==> config.mk <==
export PLATFORM = sky130hd
export DESIGN_NAME = ofifo_drain_flat
export DESIGN_NICKNAME = d
export VERILOG_FILES = /design/src/rtl/ofifo_drain_pkg.sv /design/src/rtl/ofifo_drain_if.sv /design/src/rtl/ofifo_drain_psum_lane_alu.sv /design/src/rtl/ofifo_drain.sv /design/src/flat_wrapper.sv
export SDC_FILE = /design/constraint.sdc
export NUM_CORES = 1
export LEC_CHECK = 0
export ABC_AREA = 1
export CORE_MARGIN = 10
export CORE_UTILIZATION = 58
export CTS_CLUSTER_SIZE = 40
export DETAILED_ROUTE_END_ITERATION = 10
export GPL_ROUTABILITY_DRIVEN = 0
export PLACE_DENSITY = 0.95
export SYNTH_ARGS = -nofsm -noshare
export SYNTH_HDL_FRONTEND = slang
export SYNTH_SLANG_ARGS = --single-unit
==> constraint.sdc <==
create_clock -name clk -period 8.4 [get_ports clk]
set_input_delay 0.84 -clock clk [delete_from_list [all_inputs] [get_ports clk]]
set_output_delay 0.84 -clock clk [all_outputs]
set_load 0.005 [all_outputs]
==> src/rtl/ofifo_drain_pkg.sv <==
// Shared types and constants for the OFIFO drain controller.
// DRAIN_SAT_EN selects saturating accumulate in psum_lane_alu.
package ofifo_drain_pkg;

  localparam int COL     = 8;
  localparam int PSUM_BW = 16;
  localparam int ADDR_W  = 4;
  localparam int ROW_W   = COL * PSUM_BW;

  localparam logic [PSUM_BW-1:0] PSUM_MAX =
    {1'b0, {(PSUM_BW-1){1'b1}}};
  localparam logic [PSUM_BW-1:0] PSUM_MIN =
    {1'b1, {(PSUM_BW-1){1'b0}}};

  typedef enum logic [2:0] {
    S_IDLE,
    S_WAIT,
    S_RDWAIT,
    S_WRITE,
    S_DONE
  } state_e;

  typedef struct packed {
    logic [ADDR_W-1:0] nrows;
    logic              first;
    logic              last;
  } cfg_t;

endpackage

==> src/rtl/ofifo_drain_if.sv <==
// Control, OFIFO and psum SRAM bundle for ofifo_drain.
// master: sequencer/OFIFO/SRAM side, slave: drain controller.
interface ofifo_drain_if;
  import ofifo_drain_pkg::*;

  logic              start;
  logic [ADDR_W-1:0] base_addr;
  logic [ADDR_W-1:0] num_rows;
  logic              first_pass;
  logic              last_pass;
  logic              busy;
  logic              done;

  logic              ofifo_valid;
  logic [ROW_W-1:0]  ofifo_output;
  logic              ofifo_rd;

  logic              mem_cen;
  logic              mem_wen;
  logic [ADDR_W-1:0] mem_a;
  logic [ROW_W-1:0]  mem_d;
  logic [ROW_W-1:0]  mem_q;

  modport master (
    output start, base_addr, num_rows,
    output first_pass, last_pass,
    output ofifo_valid, ofifo_output, mem_q,
    input  busy, done, ofifo_rd,
    input  mem_cen, mem_wen, mem_a, mem_d
  );

  modport slave (
    input  start, base_addr, num_rows,
    input  first_pass, last_pass,
    input  ofifo_valid, ofifo_output, mem_q,
    output busy, done, ofifo_rd,
    output mem_cen, mem_wen, mem_a, mem_d
  );

endinterface

==> src/rtl/ofifo_drain_psum_lane_alu.sv <==
// One psum lane: add (bypassed on first pass), clamp, ReLU.
// DRAIN_SAT_EN saturates the accumulate instead of wrapping.
module psum_lane_alu
  import ofifo_drain_pkg::*;
(
  input  logic [PSUM_BW-1:0] row_i,
  input  logic [PSUM_BW-1:0] mem_i,
  input  logic               first_i,
  input  logic               relu_i,
  output logic [PSUM_BW-1:0] res_o
);

  logic [PSUM_BW-1:0] acc_w;
  logic [PSUM_BW-1:0] pre_w;

`ifdef DRAIN_SAT_EN
  logic [PSUM_BW:0] sum_w;
  logic             ovf_w;

  assign sum_w = {row_i[PSUM_BW-1], row_i}
               + {mem_i[PSUM_BW-1], mem_i};
  // Guard and sign bits disagree only on overflow.
  assign ovf_w = sum_w[PSUM_BW] ^ sum_w[PSUM_BW-1];
  assign acc_w = !ovf_w ? sum_w[PSUM_BW-1:0]
               : (sum_w[PSUM_BW] ? PSUM_MIN : PSUM_MAX);
`else
  assign acc_w = row_i + mem_i;
`endif

  assign pre_w = first_i ? row_i : acc_w;
  assign res_o = (relu_i && pre_w[PSUM_BW-1])
               ? '0 : pre_w;

endmodule

==> src/rtl/ofifo_drain.sv <==
// OFIFO-to-psum-SRAM drain: store, accumulate, ReLU per pass.
// Build with DRAIN_SAT_EN for saturating accumulate.
module ofifo_drain
  import ofifo_drain_pkg::*;
(
  input  logic          clk,
  input  logic          reset,
  ofifo_drain_if.slave  bus
);

  state_e            state_q, state_d;
  cfg_t              cfg_q, cfg_d;
  logic [ADDR_W-1:0] addr_q, addr_d;
  logic [ADDR_W-1:0] cnt_q, cnt_d;
  logic [ROW_W-1:0]  row_q, row_d;
  logic [ROW_W-1:0]  memd_q, memd_d;

  logic [ROW_W-1:0]  alu_row_w;
  logic [ROW_W-1:0]  alu_y_w;
  logic              rd_w;
  logic              wr_w;

  // First pass feeds the OFIFO head straight in; else the held row.
  assign alu_row_w = (state_q == S_WAIT)
                   ? bus.ofifo_output : row_q;

  for (genvar i = 0; i < COL; i++) begin : g_lane
    psum_lane_alu u_alu (
      .row_i   (alu_row_w[i*PSUM_BW +: PSUM_BW]),
      .mem_i   (bus.mem_q[i*PSUM_BW +: PSUM_BW]),
      .first_i (cfg_q.first),
      .relu_i  (cfg_q.last),
      .res_o   (alu_y_w[i*PSUM_BW +: PSUM_BW])
    );
  end

  always_comb begin
    state_d = state_q;
    cfg_d   = cfg_q;
    addr_d  = addr_q;
    cnt_d   = cnt_q;
    row_d   = row_q;
    memd_d  = memd_q;
    unique case (state_q)
      S_IDLE: begin
        if (bus.start) begin
          cfg_d.nrows = bus.num_rows;
          cfg_d.first = bus.first_pass;
          cfg_d.last  = bus.last_pass;
          addr_d      = bus.base_addr;
          cnt_d       = '0;
          state_d     = S_WAIT;
        end
      end
      S_WAIT: begin
        if (bus.ofifo_valid) begin
          row_d = bus.ofifo_output;
          if (cfg_q.first) begin
            memd_d  = alu_y_w;
            state_d = S_WRITE;
          end else begin
            state_d = S_RDWAIT;
          end
        end
      end
      S_RDWAIT: begin
        memd_d  = alu_y_w;
        state_d = S_WRITE;
      end
      S_WRITE: begin
        addr_d = addr_q + 1'b1;
        if (cnt_q == cfg_q.nrows) begin
          state_d = S_DONE;
        end else begin
          cnt_d   = cnt_q + 1'b1;
          state_d = S_WAIT;
        end
      end
      S_DONE: state_d = S_IDLE;
      default: state_d = S_IDLE;
    endcase
  end

  always_ff @(posedge clk) begin
    if (!reset) begin
      state_q <= S_IDLE;
      cfg_q   <= '0;
      addr_q  <= '0;
      cnt_q   <= '0;
      row_q   <= '0;
      memd_q  <= '0;
    end else begin
      state_q <= state_d;
      cfg_q   <= cfg_d;
      addr_q  <= addr_d;
      cnt_q   <= cnt_d;
      row_q   <= row_d;
      memd_q  <= memd_d;
    end
  end

  // Strobes are gated by reset so an edge under reset never writes.
  assign rd_w = (state_q == S_WAIT) & bus.ofifo_valid;
  assign wr_w = (state_q == S_WRITE);

  assign bus.ofifo_rd = reset & rd_w;
  assign bus.mem_cen  =
    ~(reset & ((rd_w & ~cfg_q.first) | wr_w));
  assign bus.mem_wen  = ~(reset & wr_w);
  assign bus.mem_a    = addr_q;
  assign bus.mem_d    = memd_q;
  assign bus.busy     = (state_q != S_IDLE);
  assign bus.done     = (state_q == S_DONE);

endmodule

==> src/flat_wrapper.sv <==
// flat-port wrapper written by rule: the top's interface ports become plain ports
module ofifo_drain_flat import ofifo_drain_pkg::*;
  (clk, reset, bus_start, bus_base_addr, bus_num_rows, bus_first_pass, bus_last_pass, bus_ofifo_valid, bus_ofifo_output, bus_mem_q, bus_busy, bus_done, bus_ofifo_rd, bus_mem_cen, bus_mem_wen, bus_mem_a, bus_mem_d);
  ofifo_drain_if bus_i ();
  input  logic clk;
  input  logic reset;
  input wire logic [$bits(bus_i.start)-1:0] bus_start;
  input wire logic [$bits(bus_i.base_addr)-1:0] bus_base_addr;
  input wire logic [$bits(bus_i.num_rows)-1:0] bus_num_rows;
  input wire logic [$bits(bus_i.first_pass)-1:0] bus_first_pass;
  input wire logic [$bits(bus_i.last_pass)-1:0] bus_last_pass;
  input wire logic [$bits(bus_i.ofifo_valid)-1:0] bus_ofifo_valid;
  input wire logic [$bits(bus_i.ofifo_output)-1:0] bus_ofifo_output;
  input wire logic [$bits(bus_i.mem_q)-1:0] bus_mem_q;
  output wire logic [$bits(bus_i.busy)-1:0] bus_busy;
  output wire logic [$bits(bus_i.done)-1:0] bus_done;
  output wire logic [$bits(bus_i.ofifo_rd)-1:0] bus_ofifo_rd;
  output wire logic [$bits(bus_i.mem_cen)-1:0] bus_mem_cen;
  output wire logic [$bits(bus_i.mem_wen)-1:0] bus_mem_wen;
  output wire logic [$bits(bus_i.mem_a)-1:0] bus_mem_a;
  output wire logic [$bits(bus_i.mem_d)-1:0] bus_mem_d;
  assign bus_i.start = bus_start;
  assign bus_i.base_addr = bus_base_addr;
  assign bus_i.num_rows = bus_num_rows;
  assign bus_i.first_pass = bus_first_pass;
  assign bus_i.last_pass = bus_last_pass;
  assign bus_i.ofifo_valid = bus_ofifo_valid;
  assign bus_i.ofifo_output = bus_ofifo_output;
  assign bus_i.mem_q = bus_mem_q;
  assign bus_busy = bus_i.busy;
  assign bus_done = bus_i.done;
  assign bus_ofifo_rd = bus_i.ofifo_rd;
  assign bus_mem_cen = bus_i.mem_cen;
  assign bus_mem_wen = bus_i.mem_wen;
  assign bus_mem_a = bus_i.mem_a;
  assign bus_mem_d = bus_i.mem_d;
  ofifo_drain u_core (.clk(clk), .reset(reset), .bus(bus_i));
endmodule
After elaboration in Yosys (flattened, before gate mapping). Index checks and enable logic that the tools add are counted.

Register bits: 273. Input bits: 270. Output and inout port bits: 137. Logic and storage cells: 84.

$add $sub $neg: 10. Eq/ne operators: 9. Multiplexer cells: 30. Bitwise operators: 9. Reductions and logical operators: 18.

Operator list (number): $mux 128 (3); $mux 16 (16); $pmux 128 s2 (1); $add 16x16->16 (8); $pmux 4 s2 (2); $mux 4 (3); $pmux 3 s4 (1); $mux 3 (3); $add 4x1->4 const B (2); $logic_and 1x1->1 (8); $reduce_and 2->1 (4); $eq 3x2->1 const B (2); $ne 2x2->1 const B (3); $reduce_and 3->1 (2); $and 1x1->1 (5); $eq 4x4->1 (1); $reduce_bool 2->1 (2); $eq 3x1->1 const B (1); $eq 3x3->1 const B (1); $logic_not 3->1 (1); $not 1->1 (3); $reduce_bool 3->1 (1); $ne 2x1->1 const B (1); $mux 1 (1); $or 1x1->1 (1).

Depth between registers and ports, before layout.
Depth in word-level cells: 9. Gate-level depth with buffers: 21. Mapped depth without buffers: 18.

Cells and area by module. Synthesis repeated with hierarchy kept, for this count alone.

Cells, all modules: 3416. Area, all modules: 21032.7 um^2.

By module, submodules not included: ofifo_drain (instances 1, cells each 1526, area an instance 11093.1 um^2, seq. area each 5465.2 um^2); psum_lane_alu at u_core.g_lane[2].u_alu ... (instances 6, cells each 237, area an instance 1262.5 um^2, seq. area each 0.0 um^2); psum_lane_alu at u_core.g_lane[0].u_alu ... (instances 2, cells each 234, area an instance 1182.4 um^2, seq. area each 0.0 um^2).

Least setup slack after synthesis. OpenSTA, ideal clock, no wires.

Path type: reg-to-reg. Start: reg u_core.state_q[2]. End: reg u_core.memd_q[120], in the netlist u_core.bus.mem_d[120]. Setup time: 0.070 ns. Data arrival time: 2.761 ns. Required time: 8.330 ns. Slack: 5.569 ns. Cell stages (with the launch flop): 20. Buffers on the path: 3. Clock period less this slack: 2.831 ns. Path through: dfxtp_1 > inv_2 > nand3_4 > buf_6 > buf_4 > buf_2 > o21ai_0 > ha_1 > inv_1 > fa_1 > inv_1 > nand3_1 > nand3_1 > a21oi_1 > or2_2 > nand3_1 > nand2_1 > inv_1 > nand2_1 > a21oi_1.

Cells in the longest elaborated chain, start to end: 9. Elaborated cells on any way between the ends: 14. Those cells by class: 1 x add/sub; 4 x eq/ne; 6 x mux; 3 x reduce/logical.

Ends and longest elaborated chain: start: declaration (line ofifo_drain.sv:11) `state_e state_q, state_d;`; start signal: assignment (line ofifo_drain.sv:93) `state_q <= state_d;`; $eq 3x1->1 (line ofifo_drain.sv:24, ofifo_drain.sv:44); $mux 128 (line ofifo_drain.sv:25) `? bus.ofifo_output : row_q;`; $add 16x16->16 (line ofifo_drain_psum_lane_alu.sv:27) `assign acc_w = row_i + mem_i;`; $mux 16 (line ofifo_drain_psum_lane_alu.sv:30) `assign pre_w = first_i ? row_i : acc_w;`; $logic_and 1x1->1 (line ofifo_drain_psum_lane_alu.sv:31) `assign res_o = (relu_i && pre_w[PSUM_BW-1])`; $mux 16 (line ofifo_drain_psum_lane_alu.sv:32) `? '0 : pre_w;`; $mux 128 (line ofifo_drain.sv:58) `if (cfg_q.first) begin`; $mux 128 (line ofifo_drain.sv:56) `if (bus.ofifo_valid) begin`; $pmux 128 s2 (line ofifo_drain.sv:44) `unique case (state_q)`; end signal: assignment (line ofifo_drain.sv:98) `memd_q <= memd_d;`; end: declaration (line ofifo_drain.sv:16) `logic [ROW_W-1:0] memd_q, memd_d;`.

Several ways; a longest one is shown, not always the timed one. The select of a mux whose other input is x is not followed. A chain may end at the register's enable or synchronous reset.

Final worst setup path.
Start: reg u_core.state_q[0]. End: out bus_ofifo_rd.

Cells in the longest elaborated chain, start to end: 3.

Ends and longest elaborated chain: $eq 3x1->1 (line ofifo_drain.sv:103) `assign rd_w = (state_q == S_WAIT) & bus.ofifo_valid;`; $and 1x1->1 (line ofifo_drain.sv:103); $and 1x1->1 (line ofifo_drain.sv:106) `assign bus.ofifo_rd = reset & rd_w;`; end: declaration (line flat_wrapper.sv:17) `output wire logic [$bits(bus_i.ofifo_rd)-1:0] bus_ofifo_rd;`.

Every way passes these cells.

==> results.json <==
{
  "antenna_left": 0,
  "coreArea_sq_um": 35400,
  "final.setup.tns_ns": 0,
  "grt_pass1_vias": 22910,
  "die_w_um": 209.1,
  "status": "finished clean",
  "power_frac_clock": 0.243,
  "hold_viol": 0,
  "pin_count": 407,
  "viasPerCell": 5.501,
  "numCtsBuffers": 34,
  "startpoint_type": "flop",
  "grt_overflow_total": 0,
  "final_cell_mix": "nand2_1 (1124), inv_1 (515), clkdlybuf4s50_1 (405)",
  "drt_iter0_markers": 2182,
  "powerDensity_nw_per_um2": 251.8,
  "layout_setup_ws_ns": 3.488,
  "post-place-ws_ns": 3.691,
  "antenna_found_initial": 15,
  "worstMarginPinSlew_ns": 1.084,
  "drv_cap": 0,
  "drcViolationCount": 0,
  "ctsHoldBuffers": 0,
  "netlist_area_sq_um": 20730,
  "drv_slew": 0,
  "route.final.wire_length_um": 71520,
  "stdcell_area_sq_um": 26040,
  "p_leak_nw": 13.36,
  "cpPeakStageDelay_ns": 0.65,
  "min_period_over_period": 0.5848,
  "numClockSinks": 273,
  "power_frac_seq": 0.254,
  "place_inst": 4235,
  "synth.top_cell.area_share": 0.2636,
  "path_class": "flop to output pin",
  "comb_power_share": 0.503,
  "slew_headroom": 0.2776,
  "io_buffers": 406,
  "cts_tree": "built",
  "syn_nets": 3921,
  "final_common_cell": "nand2_1",
  "arrival_ns": 4.07,
  "synth_edf_count": 0,
  "fmax_ghz": 0.2036,
  "routed-via-count": 23720,
  "required_ns": 7.56,
  "critPathTopFamily": "buffers and inverters",
  "rsz0062_at_grt": "false",
  "worstPathMaxFanout": 54,
  "synth.distinct_cells": 36,
  "p_int_w": 0.003773,
  "clock_path_buffers": 3,
  "grt_max_degree": 109,
  "htreeDepth": 2,
  "first_pass_iters": 6,
  "avgSynthCellArea_sq_um": 5.915,
  "ys_seq_area_frac": 0.2636,
  "async_flop_share": 0,
  "drive_gt1_frac": 0.03076,
  "setup_viol": 0,
  "power.switching_w": 0.002784,
  "critPathBufInv": 4,
  "slowest_stage": "dfxtp_1",
  "ys.flop_type": "dfxtp_1",
  "chipHeight_um": 209.1,
  "clk_pin_slew_ns": 0.06,
  "ir_drop_mv": 0.1955,
  "regToRegSetupSlack_ns": 3.60,
  "hpwlAfterDp_um": 51120,
  "synth.area.top_cells": "dfxtp_1 (26%), nand2_1 (20%), inv_1 (9.3%), ha_1 (8.3%), a21oi_1 (7.7%)",
  "hold_path.class": "flop to flop",
  "die-area_sq_um": 43710,
  "cts_setup_buffers": 0,
  "postSynthCellCount": 3505,
  "yosys_warnings": 0,
  "ys_ff_latch": 273,
  "avgRoutedWirePerCell_um": 16.59,
  "finalNetCount": 4226,
  "swShare": 0.4246,
  "synth.largest_area_cell": "dfxtp_1",
  "end_kind": "output pin",
  "insertion_delay_ns": 0.55,
  "place_area_sq_um": 24780,
  "finalNonFillerCells": 4311,
  "crit_chain": "nand3_4 > buf_4 > buf_4 > nor2_4 > inv_2 > nor2_4 > clkdlybuf4s50_1",
  "grt_pass1_wl_um": 114100,
  "fin_crit_ns": 4.912,
  "grtUsageTotal": 0.3139,
  "initial_utilization": 0.5857,
  "std_cell_rows": 69,
  "clock-root-buffer": "clkbuf_16",
  "syn2layout_area_growth_pct": 25.60,
  "cts_resized": 0,
  "skew_ns": 0.01067
}
worst register-to-register path: cells and delay by family (launching register included):
family,cells,cell delay [ns]
buffers and inverters,4,2.31
AOI/OAI and AO/OA,3,0.67
DFF,1,0.65
and+or+nand+nor,4,1.10
cell families after synthesis:
logic type / count (synthesis) / synth area share
xor gates and xnor gates: 31 / 0.01310
and+or+nand+nor: 1704 / 0.3350
adders and majority gates: 146 / 0.09101
DFF: 273 / 0.2636
AOI/OAI and AO/OA: 679 / 0.1686
buffers and inverters: 672 / 0.1287
state kept, by name (all words and copies together), names as in the netlist:
| signal | count |
|---|---|
| u_core.cnt_q | 4 |
| u_core.bus.mem_d | 128 |
| u_core.cfg_q | 6 |
| u_core.state_q | 3 |
| u_core.bus.mem_a | 4 |
| u_core.row_q | 128 |
final cells by class:
type                    count  area (sq um)
repair buffers            420          4167
fillers                  2758          9358
inverters                 521          1964
multi-input cells        2560         12600
clock inverters            11         166.4
well taps                 461         576.8
clock buffers              51          1059
diodes                     14         35.03
flip-flops and latches    273          5469
final timing paths:
check,end,from,cells past startpoint
worst max-delay path,bus_ofifo_rd,u_core.state_q[0]$_SDFFE_PN0P_,7
worst min-delay path,u_core.bus.mem_d[124]$_SDFFE_PN0P_,u_core.bus.mem_d[124]$_SDFFE_PN0P_,2
worst max register to register,u_core.bus.mem_d[93]$_SDFFE_PN0P_,u_core.state_q[0]$_SDFFE_PN0P_,11
worst min register to register,u_core.bus.mem_d[124]$_SDFFE_PN0P_,u_core.bus.mem_d[124]$_SDFFE_PN0P_,2
synth_stat cells, types with 2 or more instances:
cell / count
clkbuf_1: 68
nand4_1: 22
ha_1: 138
xnor2_1: 27
and2_1: 7
nand3b_1: 8
o31ai_1: 7
a31oi_1: 12
o21ai_0: 260
nor3_2: 2
nand3_1: 221
o221ai_1: 2
buf_2: 54
a211oi_1: 3
o21ai_1: 62
fa_1: 8
nand2_1: 1124
buf_4: 13
or2_2: 14
buf_6: 4
dfxtp_1: 273
nor2_1: 267
nor3_1: 26
xor2_1: 4
a21oi_1: 320
buf_1: 12
inv_1: 516
nor2_4: 3
nand3_2: 8
inv_2: 4
o21ai_2: 11
power by group through the flow:
stage | clock [W] | combinational, W | sequential [W]
2_1_floorplan | 0 | 0.00230 | 0.00164
3_3_place_gp | 0 | 0.00312 | 0.00168
4_1_cts | 0.00160 | 0.00325 | 0.00166
3_5_place_dp | 0 | 0.00321 | 0.00168
5_1_grt | 0.00166 | 0.00371 | 0.00169
6_report | 0.00159 | 0.00330 | 0.00167
routing by layer:
layer  global-route usage  routed length, um
met1               0.3604              27800
met2               0.5287              33470
met3              0.07262               6660
met4               0.1759               3554
met5                    0                 30
through the flow:
| stage | hold slack [ns] | utilization | total power [W] |
|---|---|---|---|
| final | 0.4624 | 0.7356 | 0.006557 |
| after global placement | 0.4521 | 0.7000 | 0.004792 |
| after floorplan | 0.4396 | - | 0.003938 |
| after detailed placement | 0.4551 | 0.7000 | 0.004889 |
| after global routing | 0.4859 | 0.7353 | 0.007054 |
| after CTS | 0.4640 | 0.7346 | 0.006516 |
Note: power is estimated with default switching activity, not from simulation.
